==> config.mk <==
export PLATFORM = sky130hd
export DESIGN_NAME = song_sequencer_flat
export DESIGN_NICKNAME = d
export VERILOG_FILES = /design/src/rtl/song_pkg.sv /design/src/rtl/song_sequencer_if.sv /design/src/rtl/song_rom.sv /design/src/rtl/song_sequencer.sv /design/src/flat_wrapper.sv
export SDC_FILE = /design/constraint.sdc
export NUM_CORES = 1
export LEC_CHECK = 0
export ABC_AREA = 1
export CORE_MARGIN = 2
export CORE_UTILIZATION = 41
export CTS_CLUSTER_SIZE = 28
export DETAILED_ROUTE_END_ITERATION = 6
export DONT_BUFFER_PORTS = 1
export PLACE_DENSITY = 0.54
export SLEW_MARGIN = 10
export SYNTH_ARGS = -nofsm -noshare
export SYNTH_HDL_FRONTEND = slang
export SYNTH_SLANG_ARGS = --single-unit
==> constraint.sdc <==
create_clock -name clk -period 8.3 [get_ports clk]
set_clock_uncertainty 0.15 [all_clocks]
set_input_delay 1.245 -clock clk [delete_from_list [all_inputs] [get_ports clk]]
set_output_delay 1.245 -clock clk [all_outputs]
set_load 0.02 [all_outputs]
==> src/rtl/song_pkg.sv <==
// Shared definitions for the multi-song note sequencer: ROM entry layout,
// song start addresses, rest code and FSM state encoding.
package song_pkg;

    localparam int NOTE_W_DEF = 5;
    localparam int DUR_W_DEF  = 4;
    localparam int ADDR_W_DEF = 8;

    // Note code that silences the tone stage.
    localparam logic [NOTE_W_DEF-1:0] REST_NOTE_DEF = 5'd21;

    // One ROM word; dur == 0 marks the end of a song.
    typedef struct packed {
        logic [NOTE_W_DEF-1:0] note;
        logic [DUR_W_DEF-1:0]  dur;
    } song_entry_t;

    typedef enum logic [2:0] {
        S_IDLE  = 3'd0,
        S_FETCH = 3'd1,
        S_PLAY  = 3'd2,
        S_PAUSE = 3'd3,
        S_END   = 3'd4
    } song_state_e;

    // Plain-vector views of the state encoding for the state register.
    localparam logic [2:0] ST_IDLE  = S_IDLE;
    localparam logic [2:0] ST_FETCH = S_FETCH;
    localparam logic [2:0] ST_PLAY  = S_PLAY;
    localparam logic [2:0] ST_PAUSE = S_PAUSE;
    localparam logic [2:0] ST_END   = S_END;

    // First ROM address of each selectable song.
    function automatic logic [ADDR_W_DEF-1:0] song_base(input logic [31:0] idx);
        case (idx)
            32'd0:   return 8'd0;
            32'd1:   return 8'd16;
            32'd2:   return 8'd32;
            32'd3:   return 8'd48;
            default: return 8'd0;
        endcase
    endfunction

    function automatic song_entry_t mk_entry(input logic [NOTE_W_DEF-1:0] note,
                                             input logic [DUR_W_DEF-1:0]  dur);
        song_entry_t e;
        e.note = note;
        e.dur  = dur;
        return e;
    endfunction

endpackage

==> src/rtl/song_sequencer_if.sv <==
// Control and note-bus bundle between the front panel / tone stage and the sequencer.
interface song_sequencer_if import song_pkg::*; #(
    parameter int NOTE_W = NOTE_W_DEF,
    parameter int SEL_W  = 2
);
    logic              play;
    logic              stop;
    logic              loop_en;
    logic [SEL_W-1:0]  song_sel;
    logic [15:0]       tempo_div;
    logic [NOTE_W-1:0] song_data;
    logic              busy;
    logic              beat;
    logic              done;

    modport master (
        output play, stop, loop_en, song_sel, tempo_div,
        input  song_data, busy, beat, done
    );

    modport slave (
        input  play, stop, loop_en, song_sel, tempo_div,
        output song_data, busy, beat, done
    );
endinterface

==> src/rtl/song_rom.sv <==
// Song ROM: synchronous read, one cycle from addr to entry.
module song_rom import song_pkg::*; #(
    parameter int NOTE_W = NOTE_W_DEF,
    parameter int DUR_W  = DUR_W_DEF,
    parameter int ADDR_W = ADDR_W_DEF
) (
    input  logic                    clk,
    input  logic                    rst_n,
    input  logic [ADDR_W-1:0]       addr,
    output logic [NOTE_W+DUR_W-1:0] entry
);

    song_entry_t e_s;

    // Song contents; unlisted addresses read as an end-of-song marker.
    always_comb begin
        case (addr)
            ADDR_W'(0):  e_s = mk_entry(5'd12, 4'd2);
            ADDR_W'(1):  e_s = mk_entry(5'd9,  4'd1);
            ADDR_W'(2):  e_s = mk_entry(REST_NOTE_DEF, 4'd0);
            ADDR_W'(16): e_s = mk_entry(5'd7,  4'd3);
            ADDR_W'(17): e_s = mk_entry(5'd5,  4'd1);
            ADDR_W'(18): e_s = mk_entry(REST_NOTE_DEF, 4'd0);
            ADDR_W'(32): e_s = mk_entry(5'd3,  4'd1);
            ADDR_W'(33): e_s = mk_entry(REST_NOTE_DEF, 4'd1);
            ADDR_W'(34): e_s = mk_entry(5'd3,  4'd2);
            ADDR_W'(35): e_s = mk_entry(REST_NOTE_DEF, 4'd0);
            ADDR_W'(48): e_s = mk_entry(5'd1,  4'd4);
            ADDR_W'(49): e_s = mk_entry(REST_NOTE_DEF, 4'd0);
            default:     e_s = mk_entry(REST_NOTE_DEF, 4'd0);
        endcase
    end

    // Registered read port.
    always_ff @(posedge clk or negedge rst_n) begin
        if (!rst_n) begin
            entry <= '0;
        end else begin
            entry <= {NOTE_W'(e_s.note), DUR_W'(e_s.dur)};
        end
    end

endmodule

==> src/rtl/song_sequencer.sv <==
// Multi-song note sequencer: plays {note, dur} entries from song_rom at a
// programmable tempo with pause/resume, stop, end detection and looping.
module song_sequencer import song_pkg::*; #(
    parameter int NOTE_W    = NOTE_W_DEF,
    parameter int DUR_W     = DUR_W_DEF,
    parameter int ADDR_W    = ADDR_W_DEF,
    parameter int NUM_SONGS = 4,
    parameter int REST_NOTE = 21
) (
    input logic              clk,
    input logic              rst_n,
    song_sequencer_if.slave  io
);

    localparam int SEL_W = (NUM_SONGS > 1) ? $clog2(NUM_SONGS) : 1;
    localparam logic [NOTE_W-1:0] REST_CODE = NOTE_W'(REST_NOTE);

    logic [2:0]              state_r, state_d, ret_r, ret_d;
    logic [ADDR_W-1:0]       addr_r, addr_d;
    logic [SEL_W-1:0]        sel_r, sel_d;
    logic [NOTE_W-1:0]       note_r, note_d, data_r, data_d;
    logic [DUR_W-1:0]        dur_r, dur_d;
    logic [15:0]             tick_r, tick_d, period_m1_s;
    logic                    beat_r, beat_d, done_r, done_d, busy_r, busy_d;
    logic                    tick_s;
    logic [NOTE_W+DUR_W-1:0] rom_q_s;
    logic [NOTE_W-1:0]       rom_note_s;
    logic [DUR_W-1:0]        rom_dur_s;

    // The ROM is addressed with the next address so its output is valid in
    // the cycle after the address is chosen (the FETCH cycle, or the prefetch
    // during PLAY).
    song_rom #(.NOTE_W(NOTE_W), .DUR_W(DUR_W), .ADDR_W(ADDR_W)) u_rom (
        .clk   (clk),
        .rst_n (rst_n),
        .addr  (addr_d),
        .entry (rom_q_s)
    );

    assign rom_note_s  = rom_q_s[NOTE_W+DUR_W-1:DUR_W];
    assign rom_dur_s   = rom_q_s[DUR_W-1:0];
    assign period_m1_s = (io.tempo_div == 16'd0) ? 16'd0 : io.tempo_div - 16'd1;
    assign tick_s      = (tick_r >= period_m1_s);

    // Next-state and datapath decisions; stop overrides everything.
    always_comb begin
        state_d = state_r;
        ret_d   = ret_r;
        addr_d  = addr_r;
        sel_d   = sel_r;
        note_d  = note_r;
        dur_d   = dur_r;
        tick_d  = tick_r;
        data_d  = data_r;
        if (io.stop) begin
            state_d = ST_IDLE;
            data_d  = REST_CODE;
        end else begin
            case (state_r)
                ST_IDLE: begin
                    data_d = REST_CODE;
                    if (io.play) begin
                        sel_d   = io.song_sel;
                        addr_d  = ADDR_W'(song_base(32'(io.song_sel)));
                        state_d = ST_FETCH;
                    end else begin
                        state_d = ST_IDLE;
                    end
                end
                ST_FETCH: begin
                    if (!io.play) begin
                        state_d = ST_PAUSE;
                        ret_d   = ST_FETCH;
                        data_d  = REST_CODE;
                    end else if (rom_dur_s == '0) begin
                        state_d = ST_END;
                        data_d  = REST_CODE;
                    end else begin
                        state_d = ST_PLAY;
                        note_d  = rom_note_s;
                        data_d  = rom_note_s;
                        dur_d   = rom_dur_s;
                        tick_d  = 16'd0;
                        addr_d  = addr_r + ADDR_W'(1);
                    end
                end
                ST_PLAY: begin
                    if (!io.play) begin
                        // The cycle just shown counts toward the note, but a
                        // pending tick is held so it fires after resume.
                        state_d = ST_PAUSE;
                        ret_d   = ST_PLAY;
                        data_d  = REST_CODE;
                        if (tick_s) begin
                            tick_d = tick_r;
                        end else begin
                            tick_d = tick_r + 16'd1;
                        end
                    end else if (!tick_s) begin
                        tick_d = tick_r + 16'd1;
                    end else if (dur_r != DUR_W'(1)) begin
                        tick_d = 16'd0;
                        dur_d  = dur_r - DUR_W'(1);
                    end else if (rom_dur_s == '0) begin
                        tick_d  = 16'd0;
                        state_d = ST_END;
                        data_d  = REST_CODE;
                    end else begin
                        tick_d = 16'd0;
                        note_d = rom_note_s;
                        data_d = rom_note_s;
                        dur_d  = rom_dur_s;
                        addr_d = addr_r + ADDR_W'(1);
                    end
                end
                ST_PAUSE: begin
                    if (io.play) begin
                        state_d = ret_r;
                        if (ret_r == ST_PLAY) begin
                            data_d = note_r;
                        end else begin
                            data_d = REST_CODE;
                        end
                    end else begin
                        data_d = REST_CODE;
                    end
                end
                ST_END: begin
                    data_d = REST_CODE;
                    if (io.loop_en) begin
                        addr_d  = ADDR_W'(song_base(32'(sel_r)));
                        state_d = ST_FETCH;
                    end else begin
                        state_d = ST_IDLE;
                    end
                end
                default: begin
                    state_d = ST_IDLE;
                    data_d  = REST_CODE;
                end
            endcase
        end
    end

    // Status flags aligned with the state they describe: beat marks the PLAY
    // cycle in which the tick happens, done marks the END cycle.
    always_comb begin
        busy_d = (state_d != ST_IDLE);
        beat_d = (state_d == ST_PLAY) && (tick_d >= period_m1_s);
        done_d = (state_d == ST_END);
    end

    // State and output registers.
    always_ff @(posedge clk or negedge rst_n) begin
        if (!rst_n) begin
            state_r <= ST_IDLE;
            ret_r   <= ST_IDLE;
            addr_r  <= '0;
            sel_r   <= '0;
            note_r  <= '0;
            dur_r   <= '0;
            tick_r  <= 16'd0;
            data_r  <= REST_CODE;
            beat_r  <= 1'b0;
            done_r  <= 1'b0;
            busy_r  <= 1'b0;
        end else begin
            state_r <= state_d;
            ret_r   <= ret_d;
            addr_r  <= addr_d;
            sel_r   <= sel_d;
            note_r  <= note_d;
            dur_r   <= dur_d;
            tick_r  <= tick_d;
            data_r  <= data_d;
            beat_r  <= beat_d;
            done_r  <= done_d;
            busy_r  <= busy_d;
        end
    end

    assign io.song_data = data_r;
    assign io.busy      = busy_r;
    assign io.beat      = beat_r;
    assign io.done      = done_r;

endmodule

==> src/flat_wrapper.sv <==
// flat-port wrapper written by rule: the top's interface ports become plain ports
module song_sequencer_flat import song_pkg::*;
#(
    parameter int NOTE_W    = NOTE_W_DEF,
    parameter int DUR_W     = DUR_W_DEF,
    parameter int ADDR_W    = ADDR_W_DEF,
    parameter int NUM_SONGS = 4,
    parameter int REST_NOTE = 21
)
  (clk, rst_n, io_play, io_stop, io_loop_en, io_song_sel, io_tempo_div, io_song_data, io_busy, io_beat, io_done);
  song_sequencer_if #(.NOTE_W(NOTE_W), .SEL_W(2)) io_i ();
  input logic clk;
  input logic rst_n;
  input wire logic [$bits(io_i.play)-1:0] io_play;
  input wire logic [$bits(io_i.stop)-1:0] io_stop;
  input wire logic [$bits(io_i.loop_en)-1:0] io_loop_en;
  input wire logic [$bits(io_i.song_sel)-1:0] io_song_sel;
  input wire logic [$bits(io_i.tempo_div)-1:0] io_tempo_div;
  output wire logic [$bits(io_i.song_data)-1:0] io_song_data;
  output wire logic [$bits(io_i.busy)-1:0] io_busy;
  output wire logic [$bits(io_i.beat)-1:0] io_beat;
  output wire logic [$bits(io_i.done)-1:0] io_done;
  assign io_i.play = io_play;
  assign io_i.stop = io_stop;
  assign io_i.loop_en = io_loop_en;
  assign io_i.song_sel = io_song_sel;
  assign io_i.tempo_div = io_tempo_div;
  assign io_song_data = io_i.song_data;
  assign io_busy = io_i.busy;
  assign io_beat = io_i.beat;
  assign io_done = io_i.done;
  song_sequencer #(.NOTE_W(NOTE_W), .DUR_W(DUR_W), .ADDR_W(ADDR_W), .NUM_SONGS(NUM_SONGS), .REST_NOTE(REST_NOTE)) u_core (.clk(clk), .rst_n(rst_n), .io(io_i));
endmodule
==> impl_metrics.py <==
metrics = {
    "die": {
        "placementRows": 38,
        "initial_core_util": 0.423,
        "die_w_um": 110,
        "core-area_sq_um": 10900,
        "ioPinCount": 31,
        "die_h_um": 110,
        "design.die.area_sq_um": 12100,
    },
    "place": {
        "dp_hpwl_mm": 9.67,
        "gp_congestion": 0.925,
        "dp.cells": 763,
        "io_buffer_count": 0,
    },
    "cts": {
        "cts_setup_buffers": 0,
        "clk_pin_slew_ns": 0.12,
        "cts-resized-gates": 0,
        "cts_root_buf": "clkbuf_8",
        "clockBufferDepth": 2,
        "hold_buffers": 0,
        "insertion_delay_ns": 0.32,
        "cts-htree-levels": 2,
        "cts_tree": "built",
        "cts_buffers": 5,
        "clock_sinks": 56,
    },
    "finish": {
        "syn_to_final_growth_pct": 3.85,
        "final_layout_size_suffix_gt1_frac": 0.101,
        "ff_latch_area_sq_um": 1410,
        "final_cells": 771,
        "nets": 691,
        "layout_commonest_cell": "nand2_1",
        "fill_cells": 1096,
        "final_core_util": 0.440,
        "multiInputGateArea_sq_um": 2790,
        "n_antenna_cell": 0,
        "final_cell_mix": "nand2_1 (132), inv_1 (80), nor2_1 (54), dfrtp_1 (53), o21ai_0 (47)",
    },
    "logic_synthesis": {
        "avgSynthCellArea_sq_um": 7.25,
        "synth_cells": 636,
        "synth_nets": 697,
        "netlist.top_cell.by_area": "dfrtp_1",
        "yosysTopAreaCellShare": 0.288,
        "ys_warn_count": 0,
        "ys_ff_latch": 56,
        "synth_edf_count": 0,
        "ys_async_sr_fraction": 1.00,
        "synth_area_sq_um": 4610,
        "synth_ff_type": "dfrtp_1",
        "synth.distinct_cells": 50,
        "synthTopCellsByArea": "dfrtp_1 (29%), nand2_1 (11%), ha_1 (10%), inv_1 (6.5%), o21ai_0 (5.1%)",
        "seq_area_frac_synth": 0.305,
    },
    "worst_setup_path": {
        "arrival_ns": 5.93,
        "path_max_fanout": 16,
        "rr_worst_depth": 15,
        "r2r_slack_ns": 4.34,
        "cp_data_required_time_ns": 8.35,
        "end_kind": "flip-flop",
        "critPathLaunchType": "input port",
        "crit_type": "in2reg",
    },
    "power": {
        "power-per-cell-area_nw_per_um2": 282,
        "switching_share": 0.504,
        "intPower_uw": 670,
        "ir_drop_mv": 0.120,
        "clockPowerShare": 0.120,
        "seq_power_share": 0.352,
        "power_switching_uw": 680,
        "leakagePower_nw": 2.28,
        "comb_power_share": 0.528,
    },
    "sta": {
        "slew_violations": 0,
        "setup_tns_ns": 0,
        "max_freq_mhz": 170,
        "hold_viol": 0,
        "timing.final.crit_share": 0.709,
        "period_needed_ns": 5.88,
        "worst_pin_slew_ns": 0.567,
        "rsz0062_at_grt": "false",
        "setup_viol": 0,
        "slew_headroom": 0.619,
    },
    "route": {
        "drtIter0Drc": 268,
        "drc": 0,
        "routed_wl_mm": 12.1,
        "first_pass_iters": 7,
        "antenna_left": 0,
        "drt-wirelength-per-cell_um": 15.7,
        "vias": 4257,
        "avgViaCountPerCell": 5.52,
    },
    "grt": {
        "track_usage": 0.209,
        "grt_pass1_wl_mm": 19.8,
        "antenna_found_initial": 0,
        "grt_max_degree": 57,
        "grt_overflow": 0,
        "first_global_vias": 4266,
    },
    "run_status": {
        "outcome": "finished clean",
    },
    "job": {
        "drv_cap": 0,
    },
    "hold_path": {
        "hold_path.class": "reg2reg",
        "worstHoldPathCells": 2,
    },
}
cell type report:
cell class | count | share of cell area
clock buffer | 5 | 0.0144
clock inverter | 3 | 0.00444
inverter | 87 | 0.0682
multi-input combinational | 480 | 0.583
sequential | 56 | 0.293
tap | 140 | 0.0366
synthesized netlist by cell type, types with 2 or more instances:
cell,instances
nand2_1,132
inv_1,80
nor2_1,54
dfrtp_1,53
o21ai_0,47
nand3_1,43
ha_1,38
a21oi_1,32
nor3_1,17
nand4_1,16
o211ai_1,9
o22ai_1,9
or2_2,9
nand2_2,8
buf_2,7
inv_2,7
xor2_1,7
mux2_2,6
nor2_2,5
buf_6,4
nand3_2,4
o21ai_1,4
dfstp_2,3
nor4_1,3
o2111ai_1,3
o21a_1,3
a211oi_1,2
a21oi_2,2
clkbuf_1,2
nand2_4,2
nor2_4,2
nor3_2,2
nor3b_1,2
nor4_2,2
o31ai_1,2
layer usage:
| metal | global-route usage | routed length (um) | up-vias |
|---|---|---|---|
| met5 | 0 | 0 | - |
| met4 | 0.0904 | 520 | 0 |
| li1 | - | - | 2144 |
| met1 | 0.242 | 5230 | 1955 |
| met3 | 0.0265 | 461 | 33 |
| met2 | 0.383 | 5870 | 125 |
power groups by stage:
stage               Sequential, mW  Clock [mW]  Combinational, mW
floorplan                    0.449           0              0.575
global placement             0.478           0              0.694
detailed placement           0.478           0              0.711
CTS                          0.473       0.166              0.714
global route                 0.488       0.179              0.821
finish                       0.475       0.162              0.713
worst max-delay path: stages:
cell,delay [ns]
inv_1,0.05
ha_1,0.14
inv_1,0.04
or2_2,0.32
nor4_2,0.32
nand4_1,0.25
nor3_2,0.32
a21oi_1,0.06
o21ai_0,0.13
ha_1,0.30
a21oi_1,0.13
o21ai_0,0.11
a21oi_2,0.16
nand2_4,0.15
inv_2,0.14
nand3_1,0.12
nor3_1,0.25
nand2_1,0.11
nor2_1,0.14
nand2_1,0.09
nor3_1,0.14
o22ai_1,0.14
ha_1,0.32
nand4_1,0.12
nor2_1,0.06
a2111oi_0,0.47
nor3_1,0.11
stage by stage:
step | setup slack, ns | power [mW] | hold slack, ns | cell area (sq um)
3_5_place_dp | 2.09 | 1.19 | 0.328 | 4700
4_1_cts | 2.41 | 1.35 | 0.357 | 4790
2_1_floorplan | 2.91 | 1.02 | 0.303 | 4610
3_3_place_gp | 2.30 | 1.17 | 0.325 | 4700
5_1_grt | 1.84 | 1.49 | 0.382 | 4790
6_report | 2.42 | 1.35 | 0.353 | 4790
worst paths after layout:
kind | start | endpoint
worst max-delay path | io_tempo_div[0] | u_core.io.beat
worst min-delay path | u_core.sel_r[0] | u_core.sel_r[0]
worst max register to register | u_core.state_r[2] | u_core.io.beat
worst min register to register | u_core.sel_r[0] | u_core.sel_r[0]
max in group asynchronous | rst_n | u_core.io.song_data[2]
min in group asynchronous | rst_n | u_core.addr_r[7]
sequential cells by signal (all words and copies together) (netlist names):
register,count
u_core.tick_r,16
u_core.addr_r,8
u_core.u_rom.entry,8
u_core.io.song_data,5
u_core.note_r,5
u_core.dur_r,4
u_core.state_r,3
u_core.ret_r,2
u_core.sel_r,2
u_core.io.beat,1
u_core.io.busy,1
u_core.io.done,1
kinds of logic (layout without fill, tap and decap cells):
logic type / Yosys count / after routing / synth area share
DFF: 56 / 56 / 0.305
buffers and inverters: 100 / 95 / 0.0898
AOI/OAI and AO/OA: 121 / 121 / 0.154
xor gates and xnor gates: 8 / 8 / 0.0152
and+or+nand+nor: 307 / 307 / 0.318
adders and majority gates: 38 / 38 / 0.103
muxes: 6 / 6 / 0.0147
Note: power is estimated with default switching activity, not from simulation.
